--- src/rtl/eth_pkg.sv ---
// Shared types for the Ethernet TX path: arbiter FSM states, source identifiers, standard IFG length.
package eth_pkg;

  typedef enum logic [2:0] {
    IDLE,
    GRANT_ARP,
    GRANT_UDP,
    ABORT,
    DRAIN,
    GAP
  } arb_state_t;

  typedef enum logic {
    SRC_ARP,
    SRC_UDP
  } arb_src_t;

  localparam int ETH_IFG_BYTES = 12;

endpackage

--- src/rtl/eth_tx_arbiter.sv ---
// Frame-level round-robin arbiter merging the ARP and UDP byte streams onto the single MAC TX stream,
// with inter-frame gap insertion and mid-frame stall abort.
module eth_tx_arbiter
  import eth_pkg::*;
#(
  parameter int IFG_CYCLES    = ETH_IFG_BYTES,
  parameter int STALL_TIMEOUT = 256,
  parameter int CNT_WIDTH     = 16
) (
  input  logic                 sys_clk_in,
  input  logic                 sys_rst_in,
  input  logic [7:0]           arp_tdata_in,
  input  logic                 arp_tvalid_in,
  input  logic                 arp_tlast_in,
  output logic                 arp_tready_out,
  input  logic [7:0]           udp_tdata_in,
  input  logic                 udp_tvalid_in,
  input  logic                 udp_tlast_in,
  output logic                 udp_tready_out,
  output logic [7:0]           mac_tdata_out,
  output logic                 mac_tvalid_out,
  output logic                 mac_tlast_out,
  output logic                 mac_tuser_out,
  input  logic                 mac_tready_in,
  output logic                 arb_busy_out,
  output logic [CNT_WIDTH-1:0] abort_cnt_out
);

  // All streams: a byte moves on a rising edge where tvalid and tready are both 1; a source holds
  // tdata/tlast stable while tvalid=1 and tready=0.
  localparam int STALL_W = (STALL_TIMEOUT > 2) ? $clog2(STALL_TIMEOUT) : 1;
  localparam int GAP_W   = (IFG_CYCLES > 1) ? $clog2(IFG_CYCLES) : 1;
  localparam logic [STALL_W-1:0] STALL_LAST = STALL_W'(STALL_TIMEOUT - 1);
  localparam logic [GAP_W-1:0]   GAP_LAST   = GAP_W'(IFG_CYCLES - 1);
  localparam arb_state_t         END_STATE  = (IFG_CYCLES == 0) ? IDLE : GAP;

  arb_state_t           state_q, state_d;
  arb_src_t             last_grant_q, last_grant_d;
  logic [GAP_W-1:0]     gap_cnt_q, gap_cnt_d;
  logic [STALL_W-1:0]   stall_cnt_q, stall_cnt_d;
  logic [CNT_WIDTH-1:0] abort_cnt_q, abort_cnt_d;

  // last_grant always names the source owning the current frame, so it also selects the drain source.
  logic cur_tvalid;
  logic cur_tlast;
  assign cur_tvalid = (last_grant_q == SRC_ARP) ? arp_tvalid_in : udp_tvalid_in;
  assign cur_tlast  = (last_grant_q == SRC_ARP) ? arp_tlast_in  : udp_tlast_in;

  always_ff @(posedge sys_clk_in) begin
    if (sys_rst_in) begin
      state_q      <= IDLE;
      last_grant_q <= SRC_UDP;
      gap_cnt_q    <= '0;
      stall_cnt_q  <= '0;
      abort_cnt_q  <= '0;
    end else begin
      state_q      <= state_d;
      last_grant_q <= last_grant_d;
      gap_cnt_q    <= gap_cnt_d;
      stall_cnt_q  <= stall_cnt_d;
      abort_cnt_q  <= abort_cnt_d;
    end
  end

  always_comb begin
    state_d      = state_q;
    last_grant_d = last_grant_q;
    gap_cnt_d    = gap_cnt_q;
    stall_cnt_d  = stall_cnt_q;
    abort_cnt_d  = abort_cnt_q;
    case (state_q)
      IDLE: begin
        gap_cnt_d   = '0;
        stall_cnt_d = '0;
        if (arp_tvalid_in && (!udp_tvalid_in || last_grant_q == SRC_UDP)) begin
          state_d      = GRANT_ARP;
          last_grant_d = SRC_ARP;
        end else if (udp_tvalid_in) begin
          state_d      = GRANT_UDP;
          last_grant_d = SRC_UDP;
        end
      end
      GRANT_ARP, GRANT_UDP: begin
        // Backpressure with valid data held is not a stall; only a missing source byte counts.
        if (cur_tvalid) begin
          stall_cnt_d = '0;
          if (mac_tready_in && cur_tlast) state_d = END_STATE;
        end else if (stall_cnt_q == STALL_LAST) begin
          state_d = ABORT;
        end else begin
          stall_cnt_d = stall_cnt_q + STALL_W'(1);
        end
      end
      ABORT: begin
        if (mac_tready_in) begin
          state_d = DRAIN;
          if (abort_cnt_q != '1) abort_cnt_d = abort_cnt_q + CNT_WIDTH'(1);
        end
      end
      DRAIN: begin
        if (cur_tvalid && cur_tlast) state_d = END_STATE;
      end
      GAP: begin
        if (gap_cnt_q == GAP_LAST) begin
          state_d   = IDLE;
          gap_cnt_d = '0;
        end else begin
          gap_cnt_d = gap_cnt_q + GAP_W'(1);
        end
      end
      default: state_d = IDLE;
    endcase
  end

  always_comb begin
    mac_tdata_out  = 8'h00;
    mac_tvalid_out = 1'b0;
    mac_tlast_out  = 1'b0;
    mac_tuser_out  = 1'b0;
    arp_tready_out = 1'b0;
    udp_tready_out = 1'b0;
    case (state_q)
      GRANT_ARP: begin
        mac_tdata_out  = arp_tdata_in;
        mac_tvalid_out = arp_tvalid_in;
        mac_tlast_out  = arp_tlast_in;
        arp_tready_out = mac_tready_in;
      end
      GRANT_UDP: begin
        mac_tdata_out  = udp_tdata_in;
        mac_tvalid_out = udp_tvalid_in;
        mac_tlast_out  = udp_tlast_in;
        udp_tready_out = mac_tready_in;
      end
      ABORT: begin
        mac_tvalid_out = 1'b1;
        mac_tlast_out  = 1'b1;
        mac_tuser_out  = 1'b1;
      end
      DRAIN: begin
        if (last_grant_q == SRC_ARP) arp_tready_out = 1'b1;
        else                         udp_tready_out = 1'b1;
      end
      default: ;
    endcase
  end

  assign arb_busy_out  = (state_q != IDLE);
  assign abort_cnt_out = abort_cnt_q;

endmodule

--- config.mk ---
export PLATFORM = sky130hd
export DESIGN_NAME = eth_tx_arbiter
export DESIGN_NICKNAME = d
export VERILOG_FILES = /design/src/rtl/eth_pkg.sv /design/src/rtl/eth_tx_arbiter.sv
export SDC_FILE = /design/constraint.sdc
export NUM_CORES = 1
export LEC_CHECK = 0
export ABC_AREA = 1
export BUFFER_PORTS_ARGS = -buffer_cell sky130_fd_sc_hd__buf_2
export CAP_MARGIN = 20
export CORE_ASPECT_RATIO = 0.6
export CORE_MARGIN = 2
export CORE_UTILIZATION = 30
export CTS_CLUSTER_SIZE = 12
export DETAILED_ROUTE_END_ITERATION = 8
export SETUP_SLACK_MARGIN = 0.2
export SYNTH_ARGS = -nofsm -noshare
export SYNTH_HDL_FRONTEND = slang
export SYNTH_SLANG_ARGS = --single-unit
--- constraint.sdc ---
create_clock -name sys_clk_in -period 4.25 [get_ports sys_clk_in]
set_input_delay 0.2125 -clock sys_clk_in [delete_from_list [all_inputs] [get_ports sys_clk_in]]
set_output_delay 0.2125 -clock sys_clk_in [all_outputs]
set_load 0.005 [all_outputs]
# [Word-level counts from Yosys, hierarchy flattened]
# Index checks and enable logic that the tools add are counted.
[word_totals] reg_bits=32 out_inout_bits=30
[op_classes] n_addsub=3 reduce_logical=15 eq_ne=15 n_mux=26
[ops] op="case mux 8 bit (2 select lines)" count=2
[ops] op="2-to-1 mux 3 bit" count=8
[ops] op="adder 16 x 1 -> 16 bit (second input constant)" count=1
[ops] op="2-to-1 mux 8 bit" count=2
[ops] op="!= test 16 bit (second input constant)" count=1
[ops] op="case mux 3 bit (5 select lines)" count=1
[ops] op="!= test 3 bit (second input constant)" count=4
[ops] op="adder 8 x 1 -> 8 bit (second input constant)" count=1
[ops] op="equality test 8 bit (second input constant)" count=1
[ops] op="case mux 4 bit (2 select lines)" count=1
[ops] op="2-to-1 mux 1 bit" count=7
[ops] op="equality test 3 x 2 -> 1 bit (second input constant)" count=2
[ops] op="equality test 3 bit (second input constant)" count=2
[ops] op="!= test 2 bit (second input constant)" count=3
[ops] op="case mux 1 bit (3 select lines)" count=2
[ops] op="AND reduction 6 bit" count=1
[ops] op="nonzero test 2 bit" count=3
[ops] op="adder 4 x 1 -> 4 bit (second input constant)" count=1
[ops] op="equality test 4 bit (second input constant)" count=1
[ops] op="2-to-1 mux 4 bit" count=1
[ops] op="case mux 1 bit (2 select lines)" count=2
[ops] op="AND reduction 2 bit" count=2
[ops] op="equality test 3 x 1 -> 1 bit (second input constant)" count=1
[ops] op="logical AND 1 bit" count=3
[ops] op="other kinds (6)" count=6

# [Depth between registers and ports, before layout]
[depth] depth_word=5 depth_mapped=11 depth_no_buf=11

# [Worst setup path after synthesis]
# Ideal clock, no wire load.
[synth_path] path_type="reg-to-reg" from="register abort_cnt_q[0] (netlist: abort_cnt_out[0])" to="register abort_cnt_q[13] (netlist: abort_cnt_out[13])" arrival_ps=1425 path_slack_ps=2694 synth_period_minus_slack_ps=1556 n_path_buf=1 stages_incl_launch_ff=10 setup_ps=131 t_required_ps=4119 cell_sequence="dfxtp_1 ha_1 nand3_2 nor2_2 nand3_2 nand2_4 inv_2 buf_6 nand2_1 a21oi_2"
[synth_between] elab_chain_cells=2 elab_cells_between_ends=3
[synth_rtl] element="start, declared" line="eth_tx_arbiter.sv:41" source="logic [CNT_WIDTH-1:0] abort_cnt_q, abort_cnt_d;"
[synth_rtl] element="start signal, assigned" line="eth_tx_arbiter.sv:61" source="abort_cnt_q <= abort_cnt_d;"
[synth_rtl] element="branches (longest 2 deep; another with adder 16 x 1 -> 16 bit)"
# Several ways; the timed one is not identified.
# A chain may end at the register's enable or synchronous reset.

# [Worst setup path after layout]
[layout_path] from="register state_q[0]" to="register state_q[0]"
[layout_between] elab_chain_cells=4 elab_cells_between_ends=15
[layout_rtl] element="start, declared" line="eth_tx_arbiter.sv:37" source="arb_state_t state_q, state_d;"
[layout_rtl] element="start signal, assigned" line="eth_tx_arbiter.sv:57" source="state_q <= state_d;"
[layout_rtl] element="equality test 3 x 2 -> 1 bit / equality test 3 x 1 -> 1 bit (equally long branches)" line="eth_tx_arbiter.sv:71" source="case (state_q)"
[layout_rtl] element="OR reduction 2 bit" line="eth_tx_arbiter.sv:71"
[layout_rtl] element="!= test 3 bit (no source line)"
[layout_rtl] element="AND reduction 6 bit (no source line)"
# Parallel ways exist; a longest one is shown, timed or not.

==> key figures <==
Global routing
  – Largest net degree at the start of global routing: 19
  – Total global routing overflow: 0
  – Initial antenna violation count: 0
  – Total track usage: around 15%
  – Vias in the first global route: 2,034
  – First-pass GRT wire length: approximately 9800 um

Die
  – Starting Density: between 30% and 40%
  – Core box area: 0.00676 sq mm
  – Die Wd: around 110 um
  – Die Ht: 69.2 um
  – Row count: 23
  – Die area: 0.00779 sq mm
  – I/O pins: 53

Route
  – Met3 wire length: between 300 and 400 um
  – Routed wire per std cell: around 12 um
  – M1 WL: about 2900 um
  – WL final: around 5600 um
  – Post-route ant nets: 0
  – DR WL met2: between 2000 and 2500 um
  – Via density per instance: approximately 4.7
  – First-pass detailed-route iteration total: 4
  – Initial drt markers: 127
  – Total number of vias: 2,260
  – Top Layer Used: met4
  – # DRC: 0

Placed design
  – Place WS: 2.36 ns
  – PortBufs: 52
  – Final Wtd Congestion: ~0.87
  – Hpwl dp: 4170 um
  – Placed cell areas: 0.00245 sq mm

Clock tree
  – Post-CTS Setup Repair Bufs: 0
  – CTS root buf: clkbuf_16
  – Clock transition at the registers of the reported paths: 0.06 ns
  – H-Tree Depth: 2
  – Post-cts sizing count: 0
  – Number of buffers created by CTS: 5
  – CTS max path bufs: 2
  – CTS tree: done
  – Clock Latency Late Sink: 0.28 ns
  – # clock sinks: 32
  – CTS Hold Bufs: 0

Logic synthesis
  – Post-synthesis average cell area: 6.30 sq um
  – Seq/Total Area, Yosys: 30.2%
  – Number of flops mapped to enable cells by yosys: 0
  – Syn Nets: 363
  – FFs w/ async S/R, synth: 0%
  – Synth warn: 0
  – Synthesized cell area: 0.00212 sq mm
  – Main synth FF type: dfxtp_1
  – Synth Instances: roughly 340
  – Netlist cell types: 33
  – Seq cells post-synth: 32

Power
  – P_sw: 0.459 mW
  – Clock power frac: 35.2%
  – Sw Share: a little under two fifths
  – P_leak: between 1 and 1.5 nW
  – Sequential Power Share: 27.7%
  – Combinational share of power: 37.1%
  – Worst VDD drop: about 0.24 mV
  – Power per cell area: about 480 mW/mm^2
  – Pint: 0.793 mW

Setup path
  – Critical Path Start Type: flop
  – Critical Path Slowest Stage Cell: dfxtp_1
  – Critical Path, Cell by Cell: inv_1 -> nand3_1 -> nand2_2 -> nand3_1 -> nand2_1 -> nor2_1 -> nand3_1 -> nand2_1 -> nor2_1
  – Worst Path Required: 4.42 ns
  – Worst R2R End: state_q[0]
  – R2r setup slk: around 2.3 ns
  – Crit-path most repeated cell: nand3_1
  – Cell depth of the worst flop-to-flop path: 9
  – WP data arrival: between 2 and 2.5 ns
  – Worst path top cell family by delay: simple AND/OR/NAND/NOR gates
  – CP max FO: 12
  – Critical R2R Launch: state_q[0]
  – CP Capture Type: flop
  – Setup CP Type: reg2reg
  – Worst path bufs/invs: 1
  – CP peak stage delay: 0.39 ns

Cells and area
  – Share of layout cells above drive strength 1: about a fifth
  – # fillers: 710
  – Final #Nets: a little over 400
  – Final instance area: 0.00263 sq mm
  – Area growth from synthesis to layout: 23.8%
  – Diode count: 0
  – Commonest non-fill, non-tap cell in the layout: nand2_1
  – Most frequent cells in the layout: nand2_1, inv_1, buf_2, dfxtp_1, nor2_1
  – Final core utilization: 38.9%

Timing
  – Final setup viols: 0
  – Measured slew at the worst slew-check pin: 0.511 ns
  – Setup_tns: 0 ns
  – Max_slew headroom: 65.8%
  – Fmax: 0.524 GHz
  – Final worst-path cycle share: 44.9%
  – Endpoints failing hold: 0
  – RSZ-0062 raised after global routing: no
  – Tmin final: about 1.9 ns
  – Max-slew violation count: 0
  – Final hold slack: 0.363 ns
  – Clock skew: ~0.0042 ns
  – Setup ws final: 2.34 ns

Min path
  – Worst Hold Path Cells: 2
  – Worst Hold Class: in2reg
  – Hold path start: sys_rst_in
  – Worst hold endpoint: abort_cnt_out[13]

Outcome
  – Status: finished clean

Job
  – Number of max-cap violations: 0
logic make-up (layout without fill, tap and decap cells):
family,count (synthesis),count (layout),share of synthesized area [%]
AOI/OAI and AO/OA,56,56,15.1
xor gates and xnor gates,11,11,4.54
adders and majority gates,3,3,1.77
buffers and inverters,72,125,13.7
DFF,32,32,30.2
and+or+nand+nor,163,163,34.7
worst reg2reg max path: cells and delay by family (launching register included):
| family | cells | cell delay [ns] |
|---|---|---|
| buffers and inverters | 1 | 0.09 |
| DFF | 1 | 0.39 |
| and+or+nand+nor | 8 | 1.34 |
power by group through the flow:
stage / sequential [mW] / clock, mW / combinational [mW]
after floorplan: 0.343 / 0 / 0.347
after global placement: 0.351 / 0 / 0.462
after detailed placement: 0.352 / 0 / 0.464
after CTS: 0.346 / 0.450 / 0.467
after global routing: 0.350 / 0.467 / 0.534
final: 0.346 / 0.441 / 0.464
how the worst max path moves through the flow:
stage / start / end / cells after the start
4_1_cts: state_q[0] / state_q[0] / 9
3_5_place_dp: state_q[0] / state_q[0] / 9
6_report: state_q[0] / state_q[0] / 9
2_1_floorplan: abort_cnt_out[0] / abort_cnt_out[13] / 9
3_3_place_gp: state_q[0] / state_q[0] / 9
5_1_grt: state_q[1] / state_q[0] / 9
per-stage QoR:
stage               power, mW  std cells
floorplan               0.690        337
global placement        0.813        469
detailed placement      0.816        469
CTS                      1.26        477
global route             1.35        477
finish                   1.25        477
metal layers:
metal,track usage [%],up-vias
li1,-,1175
met5,0,-
met3,3.76,6
met2,21.0,63
met1,23.1,1016
met4,4.07,0
final cells by class:
cell class                 count  area, sq um  area share [%]
timing repair buffer          52          260            9.90
clock inverter                 1         30.0            1.14
tap                           87          109            4.14
clock buffer                   7          153            5.80
inverter                      65          244            9.28
multi-input combinational    233         1190            45.4
sequential                    32          641            24.4
state kept, by name (all words and copies together) (netlist names):
| name | count |
|---|---|
| gap_cnt_q | 4 |
| stall_cnt_q | 8 |
| last_grant_q | 1 |
| state_q | 3 |
| abort_cnt_out | 16 |
cell usage after synthesis (4+ instances only):
cell type | number | share of area [%]
nand4_1 | 7 | 2.1
dfxtp_1 | 32 | 30
inv_1 | 62 | 11
nand2_4 | 4 | 2.1
xor2_1 | 8 | 3.3
nor3_1 | 9 | 2.1
o21ai_0 | 13 | 3.1
nand3_1 | 23 | 5.4
a21oi_1 | 25 | 5.9
nor2_1 | 26 | 4.6
o22ai_1 | 10 | 2.9
nand2_1 | 85 | 15
Note: power is estimated with default switching activity, not from simulation.
